===== src/rtl/usart_rx_ovs.sv =====
// Oversampling UART receiver: 2-flop input synchronizer, majority-of-3 mid-bit
// sampling, parity/stop checking, break detection and a small receive FIFO.
module usart_rx_ovs #(
  parameter int DATA_BITS  = 8,
  parameter int PARITY_EN  = 0,
  parameter int PARITY_ODD = 0,
  parameter int STOP_BITS  = 1,
  parameter int OVS        = 16,
  parameter int FIFO_DEPTH = 4,
  parameter int PRESC_W    = 16
) (
  input  logic                        clock,
  input  logic                        reset,
  input  logic [PRESC_W-1:0]          prescaler,
  input  logic                        rx_pin,
  output logic [DATA_BITS-1:0]        data_out,
  output logic                        data_valid,
  input  logic                        data_ready,
  output logic                        frame_err,
  output logic                        parity_err,
  output logic                        overrun,
  output logic                        busy,
  output logic [$clog2(FIFO_DEPTH):0] fifo_count
);

  localparam int PW = $clog2(OVS);
  localparam int AW = $clog2(FIFO_DEPTH);
  localparam int CW = AW + 1;
  localparam int BW = $clog2(DATA_BITS);
  localparam int EW = DATA_BITS + 2;
  localparam logic [PW-1:0] PH_A    = PW'(OVS / 2 - 1);
  localparam logic [PW-1:0] PH_B    = PW'(OVS / 2);
  localparam logic [PW-1:0] PH_C    = PW'(OVS / 2 + 1);
  localparam logic [PW-1:0] PH_END  = PW'(OVS - 1);
  localparam logic [BW-1:0] LAST_BIT  = BW'(DATA_BITS - 1);
  localparam logic          LAST_STOP = 1'(STOP_BITS - 1);
  localparam logic          PAR_ODD   = (PARITY_ODD != 0);
  localparam logic [CW-1:0] FULL_CNT  = CW'(FIFO_DEPTH);

  typedef enum logic [2:0] {IDLE, START, DATA, PARITY, STOP, PUSH, BRKWAIT} state_t;

  state_t               state_reg, state_next;
  logic [1:0]           sync_reg;
  logic                 rxs, rxs_prev_reg;
  logic [PRESC_W-1:0]   tick_cnt_reg, presc_reg;
  logic                 tick;
  logic [PW-1:0]        phase_reg;
  logic [BW-1:0]        bit_cnt_reg;
  logic                 stop_cnt_reg;
  logic                 samp_a_reg, samp_b_reg;
  logic [DATA_BITS-1:0] shift_reg;
  logic                 fe_reg, pe_reg;
  logic                 start_edge, counting, maj, ph_c, ph_end;

  logic [EW-1:0]        mem [FIFO_DEPTH];
  logic [AW-1:0]        wr_ptr_reg, rd_ptr_reg;
  logic [CW-1:0]        count_reg;
  logic                 overrun_reg;
  logic                 push, pop, wr_en;
  logic [EW-1:0]        head;

  assign rxs        = sync_reg[1];
  assign start_edge = (state_reg == IDLE) && rxs_prev_reg && !rxs;
  assign tick       = (tick_cnt_reg == presc_reg);
  assign counting   = (state_reg == START) || (state_reg == DATA) ||
                      (state_reg == PARITY) || (state_reg == STOP);
  assign ph_c       = tick && counting && (phase_reg == PH_C);
  assign ph_end     = tick && counting && (phase_reg == PH_END);
  assign maj        = (samp_a_reg & samp_b_reg) | (samp_a_reg & rxs) | (samp_b_reg & rxs);

  always_ff @(posedge clock) begin
    if (reset) begin
      sync_reg     <= 2'b11;
      rxs_prev_reg <= 1'b1;
    end else begin
      sync_reg     <= {sync_reg[0], rx_pin};
      rxs_prev_reg <= rxs;
    end
  end

  // The prescaler is only re-read at a wrap so a change never shortens a running period.
  always_ff @(posedge clock) begin
    if (reset) begin
      tick_cnt_reg <= '0;
      presc_reg    <= prescaler;
    end else if (start_edge) begin
      tick_cnt_reg <= '0;
    end else if (tick) begin
      tick_cnt_reg <= '0;
      presc_reg    <= prescaler;
    end else begin
      tick_cnt_reg <= tick_cnt_reg + 1'b1;
    end
  end

  always_ff @(posedge clock) begin
    if (reset) state_reg <= IDLE;
    else       state_reg <= state_next;
  end

  always_comb begin
    state_next = state_reg;
    case (state_reg)
      IDLE:    if (start_edge) state_next = START;
      START:   if (ph_c && maj) state_next = IDLE;
               else if (ph_end) state_next = DATA;
      DATA:    if (ph_end && bit_cnt_reg == LAST_BIT)
                 state_next = (PARITY_EN != 0) ? PARITY : STOP;
      PARITY:  if (ph_end) state_next = STOP;
      STOP:    if (ph_c && stop_cnt_reg == LAST_STOP) state_next = PUSH;
      PUSH:    state_next = (fe_reg && shift_reg == '0) ? BRKWAIT : IDLE;
      BRKWAIT: if (rxs) state_next = IDLE;
      default: state_next = IDLE;
    endcase
  end

  always_ff @(posedge clock) begin
    if (reset) begin
      phase_reg    <= '0;
      bit_cnt_reg  <= '0;
      stop_cnt_reg <= 1'b0;
      samp_a_reg   <= 1'b1;
      samp_b_reg   <= 1'b1;
      shift_reg    <= '0;
      fe_reg       <= 1'b0;
      pe_reg       <= 1'b0;
    end else if (start_edge) begin
      phase_reg    <= '0;
      bit_cnt_reg  <= '0;
      stop_cnt_reg <= 1'b0;
      fe_reg       <= 1'b0;
      pe_reg       <= 1'b0;
    end else if (tick && counting) begin
      phase_reg <= (phase_reg == PH_END) ? '0 : phase_reg + 1'b1;
      if (phase_reg == PH_A) samp_a_reg <= rxs;
      if (phase_reg == PH_B) samp_b_reg <= rxs;
      // Third sample is the live rxs; the bit is resolved on this tick.
      if (phase_reg == PH_C) begin
        case (state_reg)
          DATA:    shift_reg <= {maj, shift_reg[DATA_BITS-1:1]};
          PARITY:  pe_reg    <= maj ^ (^shift_reg) ^ PAR_ODD;
          STOP:    if (!maj) fe_reg <= 1'b1;
          default: ;
        endcase
      end
      if (phase_reg == PH_END) begin
        if (state_reg == DATA) bit_cnt_reg  <= bit_cnt_reg + 1'b1;
        if (state_reg == STOP) stop_cnt_reg <= stop_cnt_reg + 1'b1;
      end
    end
  end

  assign push  = (state_reg == PUSH);
  assign pop   = data_valid && data_ready;
  assign wr_en = push && ((count_reg != FULL_CNT) || pop);
  assign head  = mem[rd_ptr_reg];

  always_ff @(posedge clock) begin
    if (wr_en) mem[wr_ptr_reg] <= {shift_reg, fe_reg, pe_reg};
  end

  always_ff @(posedge clock) begin
    if (reset) begin
      wr_ptr_reg  <= '0;
      rd_ptr_reg  <= '0;
      count_reg   <= '0;
      overrun_reg <= 1'b0;
    end else begin
      if (wr_en) wr_ptr_reg <= wr_ptr_reg + 1'b1;
      if (pop)   rd_ptr_reg <= rd_ptr_reg + 1'b1;
      if (wr_en && !pop)      count_reg <= count_reg + 1'b1;
      else if (!wr_en && pop) count_reg <= count_reg - 1'b1;
      if (push && !wr_en) overrun_reg <= 1'b1;
    end
  end

  // Head fields are masked while empty so stale RAM contents never reach the outputs.
  assign data_valid = (count_reg != '0);
  assign data_out   = data_valid ? head[EW-1:2] : '0;
  assign frame_err  = data_valid & head[1];
  assign parity_err = data_valid & head[0];
  assign overrun    = overrun_reg;
  assign busy       = (state_reg != IDLE);
  assign fifo_count = count_reg;

endmodule


===== config.mk =====
export PLATFORM = sky130hd
export DESIGN_NAME = usart_rx_ovs
export DESIGN_NICKNAME = d
export VERILOG_FILES = /design/src/rtl/usart_rx_ovs.sv
export SDC_FILE = /design/constraint.sdc
export NUM_CORES = 1
export LEC_CHECK = 0
export ABC_AREA = 1
export BUFFER_PORTS_ARGS = -buffer_cell sky130_fd_sc_hd__buf_2
export CORE_MARGIN = 2
export CORE_UTILIZATION = 25
export DETAILED_ROUTE_END_ITERATION = 7
export PLACE_DENSITY = 0.42
export SYNTH_ARGS = -nofsm -noshare
export SYNTH_HDL_FRONTEND = slang
export SYNTH_SLANG_ARGS = --single-unit

===== constraint.sdc =====
create_clock -name clock -period 3.1 [get_ports clock]
set_clock_uncertainty 0.1 [all_clocks]
set_input_delay 0 -clock clock [delete_from_list [all_inputs] [get_ports clock]]
set_output_delay 0 -clock clock [all_outputs]
set_load 0.03 [all_outputs]

Word-level counts from Yosys, hierarchy flattened
Memory sizes are Yosys's and may differ from the RTL's. A register that Yosys moved wholly into a read port is not among the register bits.
Index checks and enable logic that the tools add are counted.
- eq/ne operators: 20
- reduce and logical (&&, ||, !) cells: 39
- bitwise logic cells: 11
- add/subtract/negate cells: 8
- muxes and demuxes: 20
- operators with widths (cell ; number):
    $mux W16 ; 3
    $mux W3 ; 10
    $pmux W3 S7 ; 1
    $add A16 B1 Y16 const B ; 1
    $eq A16 B16 Y1 ; 1
    $reduce_and A3 Y1 ; 5
    $logic_and A1 B1 Y1 ; 14
    $eq A3 B3 Y1 const B ; 4
    $eq A4 B4 Y1 const B ; 3
    $logic_not A8 Y1 ; 1
    $mux W8 ; 1
    $ne A2 B2 Y1 const B ; 4
    $reduce_and A4 Y1 ; 2
    $reduce_xor A8 Y1 ; 1
    $add A3 B1 Y3 const B ; 2
    $eq A3 B2 Y1 const B ; 2
    $reduce_and A6 Y1 ; 1
    $reduce_bool A3 Y1 ; 2
    $and A1 B1 Y1 ; 5
    $add A2 B1 Y2 const B ; 2
    $add A4 B1 Y4 const B ; 1
    $eq A4 B3 Y1 const B ; 1
    $logic_or A1 B1 Y1 ; 4
    $mux W2 ; 2
    other kinds (17) ; 25
- bits in registers: 66
- logic and storage cells: 116
- input bits: 20
- memory bits (writable): 40
- output and inout bits: 16
- memories kept: 1
- memory list (name ; words ; bits a word ; rd ports ; clocked after Yosys merged registers in ; wr ports ; line ; source):
    mem ; 4 ; 10 ; 1 ; 1 ; 1 ; 55 ; logic [EW-1:0] mem [FIFO_DEPTH];

Depth between registers and ports, before layout
- depth in word-level cells: 9
- depth in mapped cells: 16
- mapped depth without buffers: 16

Least setup slack after synthesis
OpenSTA, ideal clock, no wires.
- path kind: reg2reg
- start point: reg tick_cnt_reg[12]
- end point: reg presc_reg[0] (enable)
- clock period less this slack: 2.745 ns
- slack: 0.355 ns
- arrival: 2.234 ns
- data required time: 2.589 ns
- buffers on the path: 0
- library setup time: 0.411 ns
- stages on the path, launching flop included: 9
- path through: dfxtp_1 -> inv_2 -> nand2_1 -> nand2_1 -> a21oi_2 -> nand2_1 -> nor2_4 -> nand2_1 -> o21ai_0
- cells in the longest elaborated chain, start to end: 3
- ends and longest elaborated chain (item ; line ; source):
    start: declaration ; 45 ; logic [PRESC_W-1:0] tick_cnt_reg, presc_reg;
    start signal: assignment ; 92 ; tick_cnt_reg <= tick_cnt_reg + 1'b1;
    $eq A16 B16 Y1 ; 64 ; assign tick = (tick_cnt_reg == presc_reg);
    $reduce_bool A2 Y1 (no line) ; -- ;
    $reduce_and A2 Y1 (no line) ; -- ;
    end signal: assignment ; 85 ; presc_reg <= prescaler;
    end signal: assignment ; 90 ; presc_reg <= prescaler;
    end: declaration ; 45 ;
No other way between the ends.
A chain may end at the register's enable or synchronous reset.

Worst setup path in the final report
- start point: reg count_reg[0], in the netlist fifo_count[0]
- end point: reg count_reg[2], in the netlist fifo_count[2]
- cells in the longest elaborated chain, start to end: 7
- elaborated cells on any way between the ends: 14
- classes of those cells: 2 x add/sub; 1 x eq/ne; 2 x mux; 9 x reduce/logical
- ends and longest elaborated chain (item ; line ; source):
    start: declaration ; 57 ; logic [CW-1:0] count_reg;
    start signal: assignment ; 171 ; if (wr_en && !pop) count_reg <= count_reg + 1'b1;
    start signal: assignment ; 172 ; else if (!wr_en && pop) count_reg <= count_reg - 1'b1;
    branches (longest 7 deep; another with $sub A3 B1 Y3) ; -- ;
Parallel ways; which one is timed is not known. The select of a mux whose other input is x is not followed.

==> flow_summary_export.csv <==
group,metric,value,unit
sta,slew_viol_final,0,
die,start_util,0.256,
placed_design,placement.io_buffers,35,
die,pin_count,36,
cts,cts_buffers,9,
layout,finalNetCount,667,
setup_path,cp.required,3.24,ns
layout,area_delta_synth_final,19.8,%
die,row_count,51,
sta,hold_ws,0.253,ns
synthesis,netlist_instances,569,
cts,cts_resized,0,
cts,ctsHtreeMaxLevel,3,
die,dieArea,21200,µm²
synthesis,synth_seq_cells,108,
sta,fin_crit_sh,0.762,
sta,period_needed,2.36,ns
drt,avgViaCountPerCell,4.17,
synthesis,yosys_most_used_dff,"edfxtp_1",
cts,cts-root-buf,"clkbuf_16",
die,die_h,146,µm
setup_path,worst_setup_path_end_kind,"flip-flop",
global_route,grt_util_all_layers,0.106,
global_route,grt_max_degree,22,
sta,fin_tns_setup,0,ns
layout,layout.cells.non_filler,901,
synthesis,synth_area_leaders,"edfxtp_1, dfxtp_1, nand2_1",
drt,drtIter0Drc,183,
layout,drive_gt1_frac,0.135,
pwr,pwr_density_cell,640,nW/µm²
pwr,p_leak,2.45,nW
hold_path,hp-class,"in2reg",
cts,worstSkewPairLatency,0.35,ns
placed_design,dp_worst_setup_slack,0.702,ns
placed_design,dpl.hpwl,7.50,mm
sta,fmax,0.423,GHz
global_route,grt_pass1_vias,3686,
status,status,"complete, no violations",
synthesis,synth_cell_types,38,
drt,antenna_left,0,
sta,finalWorstSetupSlack,0.738,ns
synthesis,post-synth-top-area-cell,"edfxtp_1",
synthesis,avgSynthCellArea,8.81,µm²
sta,tightest_slew,0.589,ns
layout,multiInputGateArea,1930,µm²
pwr,ir_drop,267,µV
synthesis,synthArstFlopShare,0,
global_route,overflow,0,
cts,path_clk_slew,0.08,ns
setup_path,path_max_fanout,11,
drt,drcViolationCount,0,
synthesis,synth_edf_count,56,
layout,fin_util,0.307,
cts,cts_tree,"done",
synthesis,yosysSeqAreaShare,0.543,
flow_run,cap_violations,0,
placed_design,dp.cells,865,
layout,area.sequential,2720,µm²
synthesis,synth_fp_nets,605,
synthesis,synth_top_area_share,0.335,
setup_path,reg2reg_from,"fifo_count[0]",
die,core_area,19600,µm²
sta,rsz0062_at_grt,"no",
sta,setup-violations-final,0,
global_route,grt_antenna_before_repair,0,
layout,largest_reg_flops,40,
synthesis,yosys-top-cells-count,"nand2_1, nor2_1, inv_1",
die,die_w,146,µm
placed_design,place_congestion,0.795,
setup_path,critical_path.startpoint_type,"flip-flop",
hold_path,min_from,"prescaler[9]",
drt,via_count,3754,
synthesis,synth.most_common_cell,"nand2_1",
cts,cts.sinks,108,
synthesis,ys.warnings.count,0,
setup_path,arrival,2.50,ns
layout,diodes,0,
drt,drtPass1Iterations,4,
setup_path,cp-startpoint,"fifo_count[0]",
synthesis,synthesis.area,5010,µm²
drt,wl_per_cell,11.8,µm
global_route,grt_pass1_wl,17.9,mm
setup_path,crit_type,"reg2reg",
sta,hold_violations,0,
sta,slew-limit-headroom,0.606,
drt,wirelength,10.6,mm
cts,clk_path_buf_depth,2,
layout,fillers,2053,
-- kinds of logic after synthesis --
group           count (synthesis)  synth area share
buf+inv                        94            0.0726
xor+xnor                       13            0.0227
fa+ha+maj                      16            0.0414
simple gates                  246             0.221
compound gates                 92            0.0988
flops                         108             0.543
-- placed cells by master (no fill, tap or decap), drive strengths merged, types with 4 or more instances in the layout --
cell type / Yosys / routed
buf: 4 / 42
o21ai: 44 / 44
nand3: 15 / 15
nor2: 104 / 104
edfxtp: 56 / 56
xor2: 7 / 7
inv: 82 / 87
nor3b: 4 / 4
clkbuf: 7 / 10
a21oi: 37 / 37
nor3: 8 / 8
nand4: 8 / 8
dfxtp: 52 / 52
ha: 15 / 15
dlygate4sd3: 0 / 20
xnor2: 6 / 6
nand2: 101 / 101
-- per-stage QoR --
step	area, µm²	power [mW]
global placement	5520	2.73
detailed placement	5520	2.74
global route	6000	4.09
finish	6000	3.84
CTS	6000	3.91
floorplan	5010	2.45
-- area by class of cell --
class                      count  share of cell area
clock inverter                 6             0.00917
clock buffer                  10              0.0381
tap                          265              0.0552
sequential                   108               0.453
multi-input combinational    367               0.321
inverter                      83              0.0519
timing repair buffer          62              0.0713
-- power breakdown --
part	internal, mW	switching, mW
clock	0.565	0.563
sequential	1.57	0.0741
combinational	0.312	0.758
total	2.45	1.40
-- worst max-delay path, stage by stage (launching register included) --
cell     delay [ns]
dfxtp_1        0.36
nor2_1         0.16
nand2_1        0.08
inv_1          0.31
nor2_1         0.13
inv_1          0.08
ha_1           0.14
inv_1          0.06
fa_1           0.38
a21oi_1        0.14
o21ai_0        0.11
o21ai_0        0.15
a21oi_1        0.06
-- worst paths after layout --
| kind | slack [ns] | depth (start not counted) | end |
|---|---|---|---|
| setup / recovery | 0.74 | 12 | fifo_count[2] |
| hold / removal | 0.25 | 2 | presc_reg[9] |
| setup reg to reg | 0.74 | 12 | fifo_count[2] |
| hold reg to reg | 0.31 | 1 | sync_reg[1] |
-- metal layers --
metal  global-route usage  up-vias  wire length, µm  share of wire
met3               0.0232       15              291          0.027
met2                0.178       43             4940           0.46
met4               0.0422        0              196          0.018
li1                     -     1967                -              -
met1                0.132     1729             5210           0.49
met5                    0        -                0              0
-- timing repair --
| action | CTS | global route |
|---|---|---|
| endpoints found under the hold margin | 25 | 0 |
| setup buffers | 0 | 0 |
| hold buffers | 20 | 0 |
Power figures use the tool's default switching activity.
